`config.mk`:
```
export PLATFORM = sky130hd
export DESIGN_NAME = wfq_event_sequencer
export DESIGN_NICKNAME = d
export VERILOG_FILES = /design/src/rtl/wfq_pkg.sv /design/src/rtl/rr_arbiter.sv /design/src/rtl/wfq_event_sequencer.sv
export SDC_FILE = /design/constraint.sdc
export NUM_CORES = 1
export LEC_CHECK = 0
export BUFFER_PORTS_ARGS = -buffer_cell sky130_fd_sc_hd__buf_2
export CORE_MARGIN = 3
export CORE_UTILIZATION = 40
export DETAILED_ROUTE_END_ITERATION = 10
export GPL_TIMING_DRIVEN = 0
export PLACE_DENSITY_LB_ADDON = 0.15
export SYNTH_ARGS = -nofsm -noshare
export SYNTH_HDL_FRONTEND = slang
export SYNTH_SLANG_ARGS = --single-unit
```
`constraint.sdc`:
```
create_clock -name clk -period 1.7 [get_ports clk]
set_input_delay 0.085 -clock clk [delete_from_list [all_inputs] [get_ports clk]]
set_output_delay 0.085 -clock clk [all_outputs]
set_load 0.01 [all_outputs]
```
`src/rtl/wfq_pkg.sv`:
```
// Shared widths, FSM encoding and helpers for the WFQ event sequencer.
package wfq_pkg;
    localparam int FLOW_W  = 13;
    localparam int LEN_W   = 16;
    localparam int FTIME_W = 16;
    localparam int PORT_W  = 3;

    typedef enum logic [1:0] {
        S_IDLE  = 2'd0,
        S_ISSUE = 2'd1,
        S_WAIT  = 2'd2,
        S_RESP  = 2'd3
    } state_t;

    // Width of an index into n items, never narrower than one bit.
    function automatic int idx_w(input int n);
        return (n > 1) ? $clog2(n) : 1;
    endfunction
endpackage

```
`src/rtl/rr_arbiter.sv`:
```
// Round-robin arbiter: one-hot grant searched from the pointer, pointer moves past the winner.
module rr_arbiter
    import wfq_pkg::*;
#(
    parameter int N  = 4,
    parameter int PW = idx_w(N)
) (
    input  logic          clk,
    input  logic          rst,
    input  logic [N-1:0]  req,
    input  logic          advance,
    output logic [N-1:0]  grant,
    output logic [PW-1:0] grant_idx
);
    logic [PW-1:0] ptr;
    logic [PW-1:0] cand;
    logic          found;

    always_comb begin
        grant     = '0;
        grant_idx = '0;
        cand      = '0;
        found     = 1'b0;
        for (int i = 0; i < N; i++) begin
            cand = PW'((int'(ptr) + i) % N);
            if (!found && req[cand]) begin
                found     = 1'b1;
                grant_idx = cand;
            end
        end
        grant[grant_idx] = found;
    end

    always_ff @(posedge clk) begin
        if (rst)
            ptr <= '0;
        else if (advance && found)
            ptr <= (grant_idx == PW'(N - 1)) ? '0 : grant_idx + 1'b1;
    end
endmodule

```
`src/rtl/wfq_event_sequencer.sv`:
```
// Serialises ingress arrivals and scheduler departures into the WFQ engine, one event in flight,
// and returns the engine's finish time tagged with the originating source.
module wfq_event_sequencer
    import wfq_pkg::*;
#(
    parameter int N_PORT      = 4,
    parameter int MAX_DEP_RUN = 4,
    parameter int TIMEOUT_CYC = 64
) (
    input  logic                     clk,
    input  logic                     rst,
    input  logic [N_PORT-1:0]        arr_valid,
    output logic [N_PORT-1:0]        arr_ready,
    input  logic [N_PORT*FLOW_W-1:0] arr_flow_id,
    input  logic [N_PORT*LEN_W-1:0]  arr_len,
    input  logic                     dep_valid,
    output logic                     dep_ready,
    input  logic [FLOW_W-1:0]        dep_flow_id,
    input  logic [LEN_W-1:0]         dep_len,
    output logic                     wfq_arrival,
    output logic                     wfq_depart,
    output logic [FLOW_W-1:0]        wfq_flow_id,
    output logic [LEN_W-1:0]         wfq_packet_length,
    input  logic [FTIME_W-1:0]       wfq_oftime,
    input  logic                     wfq_odone,
    output logic                     res_valid,
    output logic [PORT_W-1:0]        res_port,
    output logic                     res_is_depart,
    output logic [FTIME_W-1:0]       res_ftime,
    output logic                     res_timeout,
    output logic                     err_stray,
    output logic                     busy
);
    localparam int PW = idx_w(N_PORT);
    localparam int RW = $clog2(MAX_DEP_RUN + 1);
    localparam int TW = idx_w(TIMEOUT_CYC);

    state_t          state;
    logic [N_PORT-1:0] rr_grant;
    logic [PW-1:0]   rr_idx;
    logic            ev_dep;
    logic [PW-1:0]   ev_port;
    logic [RW-1:0]   dep_run;
    logic [TW-1:0]   tmo_cnt;
    logic            idle, any_arr, arr_first, arr_take, dep_take;

    // Departures win unless they have starved pending arrivals for MAX_DEP_RUN grants.
    assign idle      = (state == S_IDLE) && !rst;
    assign any_arr   = |arr_valid;
    assign arr_first = any_arr && (!dep_valid || dep_run == RW'(MAX_DEP_RUN));
    assign dep_take  = idle && dep_valid && !arr_first;
    assign arr_take  = idle && arr_first;
    assign dep_ready = dep_take;
    assign arr_ready = arr_take ? rr_grant : '0;
    assign busy      = (state != S_IDLE);

    rr_arbiter #(.N(N_PORT)) u_rr (
        .clk      (clk),
        .rst      (rst),
        .req      (arr_valid),
        .advance  (arr_take),
        .grant    (rr_grant),
        .grant_idx(rr_idx)
    );

    always_ff @(posedge clk) begin
        if (rst) begin
            state             <= S_IDLE;
            ev_dep            <= 1'b0;
            ev_port           <= '0;
            dep_run           <= '0;
            tmo_cnt           <= '0;
            wfq_arrival       <= 1'b0;
            wfq_depart        <= 1'b0;
            wfq_flow_id       <= '0;
            wfq_packet_length <= '0;
            res_valid         <= 1'b0;
            res_port          <= '0;
            res_is_depart     <= 1'b0;
            res_ftime         <= '0;
            res_timeout       <= 1'b0;
            err_stray         <= 1'b0;
        end else begin
            wfq_arrival       <= 1'b0;
            wfq_depart        <= 1'b0;
            wfq_flow_id       <= '0;
            wfq_packet_length <= '0;
            res_valid         <= 1'b0;
            res_port          <= '0;
            res_is_depart     <= 1'b0;
            res_ftime         <= '0;
            res_timeout       <= 1'b0;
            if (wfq_odone && state != S_WAIT)
                err_stray <= 1'b1;
            case (state)
                S_IDLE: begin
                    if (dep_take) begin
                        state             <= S_ISSUE;
                        wfq_depart        <= 1'b1;
                        wfq_flow_id       <= dep_flow_id;
                        wfq_packet_length <= dep_len;
                        ev_dep            <= 1'b1;
                        ev_port           <= '0;
                        if (any_arr)
                            dep_run <= dep_run + 1'b1;
                    end else if (arr_take) begin
                        state             <= S_ISSUE;
                        wfq_arrival       <= 1'b1;
                        wfq_flow_id       <= arr_flow_id[rr_idx*FLOW_W +: FLOW_W];
                        wfq_packet_length <= arr_len[rr_idx*LEN_W +: LEN_W];
                        ev_dep            <= 1'b0;
                        ev_port           <= rr_idx;
                        dep_run           <= '0;
                    end
                end
                S_ISSUE: begin
                    state   <= S_WAIT;
                    tmo_cnt <= '0;
                end
                S_WAIT: begin
                    if (wfq_odone || tmo_cnt == TW'(TIMEOUT_CYC - 1)) begin
                        state         <= S_RESP;
                        res_valid     <= 1'b1;
                        res_port      <= PORT_W'(ev_port);
                        res_is_depart <= ev_dep;
                        res_ftime     <= wfq_odone ? wfq_oftime : '0;
                        res_timeout   <= !wfq_odone;
                    end else begin
                        tmo_cnt <= tmo_cnt + 1'b1;
                    end
                end
                S_RESP:  state <= S_IDLE;
                default: state <= S_IDLE;
            endcase
        end
    end
endmodule

```
After elaboration in Yosys (flattened, before gate mapping)
Cells that the tools add are included.
Widths: inputs -> output; s select.
- multiply operators: 1
- $lt $le $gt $ge: 6
- equal/unequal tests: 11
- add/sub/neg operators: 6
- bitwise gates (word level): 5
- reduce and logical (&&, ||, !) cells: 34
- muxes and demuxes: 40
- shift operators: 2
- operators with widths (operator ; count):
    $shiftx 64x7->16 ; 1
    $shiftx 52x7->13 ; 1
    $mux 16 ; 2
    $mux 13 ; 2
    $mux 2 ; 10
    $lt 2x3->1 const B ; 5
    $mux 1 ; 14
    $pmux 6 s2 ; 1
    $logic_and 1x1->1 ; 11
    $mux 3 ; 3
    $bmux 1 s2 ; 4
    $pmux 2 s4 ; 1
    $reduce_or 4->1 ; 2
    $logic_not 1->1 ; 7
    $add 6x1->6 const B ; 1
    $eq 2x2->1 const B ; 3
    $eq 6x6->1 const B ; 1
    $mul 2x4->6 const B ; 1
    $mux 6 ; 1
    $ne 2x2->1 const B ; 3
    $reduce_and 2->1 ; 3
    $reduce_bool 2->1 ; 3
    $reduce_or 3->1 ; 2
    $add 2x1->2 const B ; 2
    15 further kinds ; 21
- register bits: 70
- output and inout port bits: 60
- logic and storage cells: 122
- input bits: 169

Longest topological paths before layout
Gate-level depths: netlist of run 1.
- depth after elaboration: 18
- gate-level depth with buffers: 9

By module
A second synthesis of run 1 with hierarchy kept.
- cell total of the unflattened synthesis: 310
- area total of the unflattened synthesis: 3365.7 um2
- by module, submodules not included (module ; area an instance (um2) ; sequential area each (um2) ; instances ; cells an instance):
    wfq_event_sequencer ; 3114.2 ; 1341.3 ; 1 ; 283
    rr_arbiter ; 251.5 ; 40.0 ; 1 ; 27

Least setup slack after synthesis of run 1
No wires, ideal clock.
- kind: flip-flop to flip-flop
- start: register u_rr.ptr[1]
- end: register u_rr.ptr[1]
- path buffers: 2
- cell stages (with the launch flop): 9
- arrival time: 1.695 ns
- data required time: 1.568 ns
- path slack: -0.127 ns
- cell sequence: dfxtp_1 nand2_1 a311oi_2 buf_2 buf_6 nor2_1 ha_1 nand2_1 a21oi_1
- word-level cells in the longest chain between the ends: 14
- RTL lines (element ; RTL line ; RTL):
    start: declaration ; rr_arbiter.sv:15 ; logic [PW-1:0] ptr;
    start signal: assignment ; rr_arbiter.sv:38 ; ptr <= (grant_idx == PW'(N - 1)) ? '0 : grant_idx + 1'b1;
    parallel branches: the longest is 14 deep, another holds $add 2x1->2 ; - ;
Several ways; the timed one is not identified. The select of a mux whose other input is x is not followed.
A chain may end at the register's enable or synchronous reset.

Worst setup path after layout of run 1
- start: register state[0]
- end: register wfq_packet_length[3]
- word-level cells in the longest chain between the ends: 5
- RTL lines (element ; RTL line ; RTL):
    start: declaration ; wfq_event_sequencer.sv:38 ; state_t state;
    start signal: assignment ; wfq_event_sequencer.sv:68 ; state <= S_IDLE;
    start signal: assignment ; wfq_event_sequencer.sv:98 ; state <= S_ISSUE;
    start signal: assignment ; wfq_event_sequencer.sv:107 ; state <= S_ISSUE;
    $logic_not 2->1 * ; wfq_event_sequencer.sv:48, wfq_event_sequencer.sv:95 ;
    $logic_and 1x1->1 ; wfq_event_sequencer.sv:48 ; assign idle = (state == S_IDLE) && !rst;
    $logic_and 1x1->1, on equally long branches ; wfq_event_sequencer.sv:52, wfq_event_sequencer.sv:51 ;
    $mux 16 / $logic_and 1x1->1 (equally long branches) ; wfq_event_sequencer.sv:106, wfq_event_sequencer.sv:51 ;
    $mux 16 ; wfq_event_sequencer.sv:97 ; if (dep_take) begin
    end signal: assignment ; wfq_event_sequencer.sv:101 ; wfq_packet_length <= dep_len;
    end signal: assignment ; wfq_event_sequencer.sv:110 ; wfq_packet_length <= arr_len[rr_idx*LEN_W +: LEN_W];
    end: declaration ; wfq_event_sequencer.sv:23 ; output logic [LEN_W-1:0] wfq_packet_length,
Every way passes the cells marked *; elsewhere a longest branch is shown, timed or not.

==> flow_metrics.tcl, run 1 <==
set metrics [dict create \
    grt_max_degree 13 \
    grt_pass1_wl_mm 27.1 \
    place_congestion 0.801 \
    end_kind "flip-flop" \
    drc_errors 0 \
    path_class "reg2reg" \
    drtIter0Drc 427 \
    wl_met1_mm 7.48 \
    highest_layer "met4" \
    met2_wirelength_mm 10.6 \
    placed_cell_area_um2 5120 \
    cts.reportedPaths.clkPinSlew_ns 0.09 \
    cts_max_path_buffers 2 \
    final-setup-viol-count 34 \
    routed-wl-met3_mm 2.11 \
    leakage_nw 3.52 \
    p_per_area_nw_per_um2 859 \
    rsz0062_at_grt "yes" \
    crit_chain "inv_4 > ha_4 > nor2b_4 > nand3_4 > buf_6 > buf_2 > nor4b_1 > mux2i_1 > nand3_1" \
    cts-buffers-inserted 9 \
    async_reset_ff_share_pct 0 \
    worst_pin_slew_ns 0.741 \
    arrival_ns 2.51 \
    area_growth_pct 105 \
    slowest_stage "nor4b_1" \
    status "finished, violations left" \
    synth_top_area_cell "dfxtp_1" \
    fin_area_um2 7820 \
    clock-sinks 69 \
    die_w_um 104 \
    pre_cts_slack_ns -0.368 \
    skew_ns 0.0220 \
    dp_hpwl_mm 10.2 \
    seq_area_frac_synth_pct 36.3 \
    slowest_delay_ns 0.66 \
    avgSynthCellArea_um2 9.10 \
    root_buffer "clkbuf_8" \
    ir_worst_vdd_uv 961 \
    core_area_um2 8980 \
    synth_area_leaders "dfxtp_1 (36%), nor4b_1 (13%), mux2i_1 (8.2%)" \
    cts_tree "built" \
    finalWorstPathRequiredPeriod_ns 2.22 \
    synthMostInstantiatedCell "dfxtp_1" \
    ios 229 \
    synth_commonest_cells "dfxtp_1 (69), nand3_1 (59), nor4b_1 (58), mux2i_1 (31), a32oi_1 (29)" \
    h-tree-depth 3 \
    vias 5555 \
    drv_slew 0 \
    syn_nets 598 \
    wirelength_mm 22.0 \
    viasPerCell 6.01 \
    grt_util_all_layers_pct 31.1 \
    start_kind "flip-flop" \
    dieHeight_um 104 \
    overflow 0 \
    yosysWarnings 0 \
    die_area_um2 10700 \
    worst-path-buf-inv 3 \
    synth_top_area_share_pct 36.3 \
    violations "setup timing" \
    max_freq_mhz 451 \
    cp_max_fo 10 \
    postSynthCellCount 418 \
    cp_top_family "simple AND/OR/NAND/NOR gates" \
    nFillCells 438 \
    synthesis.area_um2 3800 \
    grt_pass1_vias 5282 \
    start_util_pct 42.4 \
    timing_hold_violations_final 0 \
    ys_types 46 \
    maxCapViolCount 0 \
    routedWlPerCell_um 23.8 \
    synthFlopType "dfxtp_1" \
    hold_class "in2reg" \
    io_buffers 226 \
    firstDrtPassIters 7 \
    timing.final.crit_share_pct 130 \
    ff2ff_setup_slack_ns -0.52 \
    ys_ff_latch 69 \
    worst_slack_ns -0.517 \
    synth-edff-count 0 \
    drive_gt1_share_pct 56.5 \
    nets 971 \
    core.rowCount 34 \
    slew_headroom_pct 49.9 \
    grt_antenna_before_repair 3 \
    drtAntennaViolNets 0 \
    clock_latency_ns 0.36 \
    crit_required_ns 1.99 \
]
-- metrics by stage --
stage	std cells	total power, W	TNS, ns	hold slack (ns)	util, %
floorplan	418	0.00311	0	0.162	-
global placement	770	0.00377	-9.81	0.285	57.1
detailed placement	770	0.00382	-11.70	0.288	57.1
CTS	916	0.00601	-4.40	0.00145	80.0
global route	925	0.00693	-8.00	0.00415	87.1
finish	925	0.00671	-5.56	0.0181	87.1
-- layout make-up --
type	count	area (µm²)	area share (%)
multi-input combinational	294	3000	38.3
inverter	12	47.5	0.608
clock inverter	5	60.1	0.768
buffer	37	369	4.72
clock buffer	11	141	1.81
antenna	3	7.51	0.0960
tap	126	158	2.02
sequential	69	1390	17.8
timing repair buffer	368	2640	33.8
-- timing repair --
item | in CTS | in global routing
pin swaps | 54 | 20
setup endpoints to repair | 58 | 55
hold buffers | 99 | 0
setup buffers | 30 | 11
gates cloned | 4 | 3
gates resized for setup | 131 | 120
endpoints found under the hold margin | 45 | 0
-- report_power, final --
part           switching (W)  total, W  internal, W
Clock               0.000743   0.00147     0.000723
Combinational        0.00173   0.00327      0.00154
Sequential          0.000117   0.00198      0.00186
Total                0.00259   0.00671      0.00412
-- flip-flops by register name (all words and copies together), names as in the netlist --
register	cells
err_stray	1
dep_run	3
wfq_depart	1
wfq_arrival	1
res_ftime	16
ev_dep	1
res_port	2
u_rr.ptr	2
res_valid	1
state	2
res_timeout	1
wfq_flow_id	13
wfq_packet_length	16
ev_port	2
tmo_cnt	6
res_is_depart	1
-- cell usage in the layout, fill, tap and decap left out, drive strengths merged, types with 2 or more instances in the layout --
master	synthesis	routed
a311oi	3	3
dlygate4sd3	0	99
nand2	12	12
ha	11	11
nand2b	2	2
buf	25	289
nor2	14	14
mux2i	31	31
o21ai	6	6
clkbuf	18	28
a21oi	14	14
dfxtp	69	69
nand3	60	60
and3	4	4
nand3b	2	2
nor3	3	3
a32oi	29	29
clkinv	0	3
and2	25	25
inv	12	12
diode	0	3
a211oi	2	2
nor2b	2	2
nor4b	58	58
-- layer usage --
metal  GRT usage [%]  vias to the layer above
li1                -                     2336
met1            35.0                     2590
met2            55.3                      474
met3            6.59                      155
met4            16.1                        0
met5               0                        -
-- worst min-delay path: cells and delay by family --
family,cells,cell delay (ns)
buffers and inverters,1,0.09
AND/OR/NAND/NOR,1,0.07
AO/OA/AOI/OAI,1,0.09
-- cells by family (layout without fill, tap and decap cells) --
| logic type | count (synthesis) | in the layout | synth area share (%) |
|---|---|---|---|
| buf+inv | 55 | 433 | 7.43 |
| compound gates | 64 | 64 | 13.2 |
| simple gates | 187 | 187 | 31.2 |
| other cells | 1 | 4 | 0.0986 |
| mux | 31 | 31 | 8.16 |
| flops | 69 | 69 | 36.3 |
| fa+ha+maj | 11 | 11 | 3.62 |
-- path summary, 6_finish.rpt --
kind,cells after the start,endpoint,from
worst min-delay path,3,wfq_packet_length[14],arr_len[14]
worst max register to register,9,wfq_packet_length[3],state[0]
worst max-delay path,9,wfq_packet_length[3],state[0]
worst min register to register,2,ev_port[0],ev_port[0]
Note: power is estimated with default switching activity, not from simulation.
==> run 2, diff against run 1 <==
--- a/config.mk
+++ b/config.mk
@@ -5,12 +5,13 @@
 export SDC_FILE = /design/constraint.sdc
 export NUM_CORES = 1
 export LEC_CHECK = 0
+export ABC_CLOCK_PERIOD_IN_PS = 1700
 export BUFFER_PORTS_ARGS = -buffer_cell sky130_fd_sc_hd__buf_2
 export CORE_MARGIN = 3
 export CORE_UTILIZATION = 40
 export DETAILED_ROUTE_END_ITERATION = 10
 export GPL_TIMING_DRIVEN = 0
-export PLACE_DENSITY_LB_ADDON = 0.15
+export PLACE_DENSITY = 0.78
 export SYNTH_ARGS = -nofsm -noshare
 export SYNTH_HDL_FRONTEND = slang
 export SYNTH_SLANG_ARGS = --single-unit
==> flow_metrics.tcl, run 2 (same netlist as run 1, synthesis figures left out) <==
set metrics [dict create \
    status "finished, violations left" \
    violations "setup timing" \
    drive_gt1_share_pct 50.6 \
    hold_class "in2reg" \
    vias 5340 \
    wl_met1_mm 6.65 \
    r2r_start "state[0]" \
    dp_cells 770 \
    end_kind "output port" \
    viasPerCell 5.74 \
    area_growth_pct 95.8 \
    max_freq_mhz 487 \
    ir_worst_vdd_uv 708 \
    slew_headroom_pct 52.4 \
    p_per_area_nw_per_um2 850 \
    rsz0062_at_grt "yes" \
    timing.final.crit_share_pct 121 \
    start_kind "flip-flop" \
    start_util_pct 42.4 \
    finalSetupTns_ns -6.47 \
    leakage_nw 3.42 \
    hold_ws_ns 0.0233 \
    layout.cells.non_filler 930 \
    ff2ff_path_depth 10 \
    ff2ff_setup_slack_ns -0.31 \
    cts_max_path_buffers 2 \
    ios 229 \
    grt_max_degree 14 \
    nets 975 \
    cts-buffers-inserted 9 \
    firstDrtPassIters 4 \
    clock_latency_ns 0.36 \
    maxCapViolCount 0 \
    root_buffer "clkbuf_8" \
    drtAntennaViolNets 0 \
    path_class "reg2out" \
    drc_errors 0 \
    drv_slew 0 \
    cts_tree "built" \
    grt_antenna_before_repair 4 \
    highest_layer "met4" \
    cp_max_fo 5 \
    final-setup-viol-count 35 \
    reg_top3 "res_ftime: 16 flops, wfq_packet_length: 16 flops, wfq_flow_id: 13 flops" \
    timing_hold_violations_final 0 \
    cts.reportedPaths.clkPinSlew_ns 0.09 \
    grt_pass1_vias 5437 \
    place_congestion 0.823 \
    crit_required_ns 1.62 \
    clock-sinks 69 \
    critPathCapture "arr_ready[2]" \
    routedWlPerCell_um 20.9 \
    core.rowCount 34 \
    dp_hpwl_mm 10.5 \
    drtIter0Drc 345 \
    io_buffers 226 \
    layout_common_cells "buf_2 (226), dlygate4sd3_1 (101), dfxtp_1 (61), nand3_1 (58), buf_4 (36)" \
    arrival_ns 1.97 \
    routed-wl-met3_mm 1.48 \
    startpoint "u_rr.ptr[1]" \
    h-tree-depth 3 \
    skew_ns 0.0163 \
    finalWorstPathRequiredPeriod_ns 2.05 \
    die_area_um2 10700 \
    grt_pass1_wl_mm 28.2 \
    final_common_cell "buf_2" \
    grt_util_all_layers_pct 32.6 \
    overflow 0 \
    worst_pin_slew_ns 0.714 \
    die_w_um 104 \
    wirelength_mm 19.4 \
    met2_wirelength_mm 10.1 \
    core_area_um2 8980 \
    worst_slack_ns -0.353 \
    r2r-end "wfq_flow_id[6]" \
    dieHeight_um 104 \
]
run 2: cell count changes in the layout (fill, tap and decap cells not counted), sizes merged:
cell / delta
bufbuf: +1
clkinvlp: +1
buf: +3
dlygate4sd3: +2
clkbuf: -3
clkinv: -2
inv: +2
diode: +1
run 2: per-stage QoR:
step / worst slack, ns / instance area (µm²) / total power, W / utilization [%]
after floorplan: 0.00426 / 3830 / 0.00311 / -
after global placement: -0.358 / 5120 / 0.00375 / 57.1
after detailed placement: -0.382 / 5120 / 0.00382 / 57.1
after CTS: -0.378 / 7090 / 0.00598 / 79.0
after global routing: -0.436 / 7450 / 0.00658 / 83.0
final: -0.353 / 7450 / 0.00633 / 83.0
run 2: how the worst min path moves through the flow:
stage / from / cells after the start / to
global route: arr_flow_id[5] / 3 / wfq_flow_id[5]
floorplan: wfq_odone / 1 / res_timeout
detailed placement: wfq_oftime[6] / 2 / res_ftime[6]
CTS: arr_flow_id[5] / 3 / wfq_flow_id[5]
finish: arr_flow_id[5] / 3 / wfq_flow_id[5]
global placement: wfq_oftime[11] / 2 / res_ftime[11]
run 2: worst max-delay path, stage by stage (launching register included):
cell and delay [ns]:
dfxtp_4 0.38, mux2i_2 0.24, nor2_2 0.10, nor3_4 0.18, inv_2 0.08, buf_8 0.13
buf_12 0.12, ha_4 0.14, and2_4 0.13, buf_6 0.12
run 2: layout make-up:
| class | instances | area, µm² |
|---|---|---|
| well taps | 126 | 158 |
| flip-flops and latches | 69 | 1400 |
| plain buffers | 39 | 373 |
| diodes | 4 | 10.0 |
| fillers | 495 | 1530 |
| clock buffers | 10 | 128 |
| repair buffers | 370 | 2630 |
| inverters | 12 | 47.5 |
| clock inverters | 6 | 71.3 |
| multi-input cells | 294 | 2630 |
run 2: power breakdown:
part	internal [W]	total, W	switching, W
Combinational	0.00142	0.00294	0.00152
Sequential	0.00186	0.00198	0.000114
Clock	0.000692	0.00142	0.000725
run 2: routing by layer:
layer	GRT usage, %	vias up
met5	0	-
li1	-	2344
met2	58.5	353
met4	20.6	0
met3	7.09	109
met1	34.6	2534
run 2: timing repair:
action | in CTS | in global routing
endpoints found under the hold margin | 46 | 0
pin swaps | 26 | 10
buffers inserted | 32 | 7
gates cloned | 4 | 0
hold buffers | 101 | 0
gates resized for setup | 110 | 70
endpoints found under the setup margin | 57 | 55
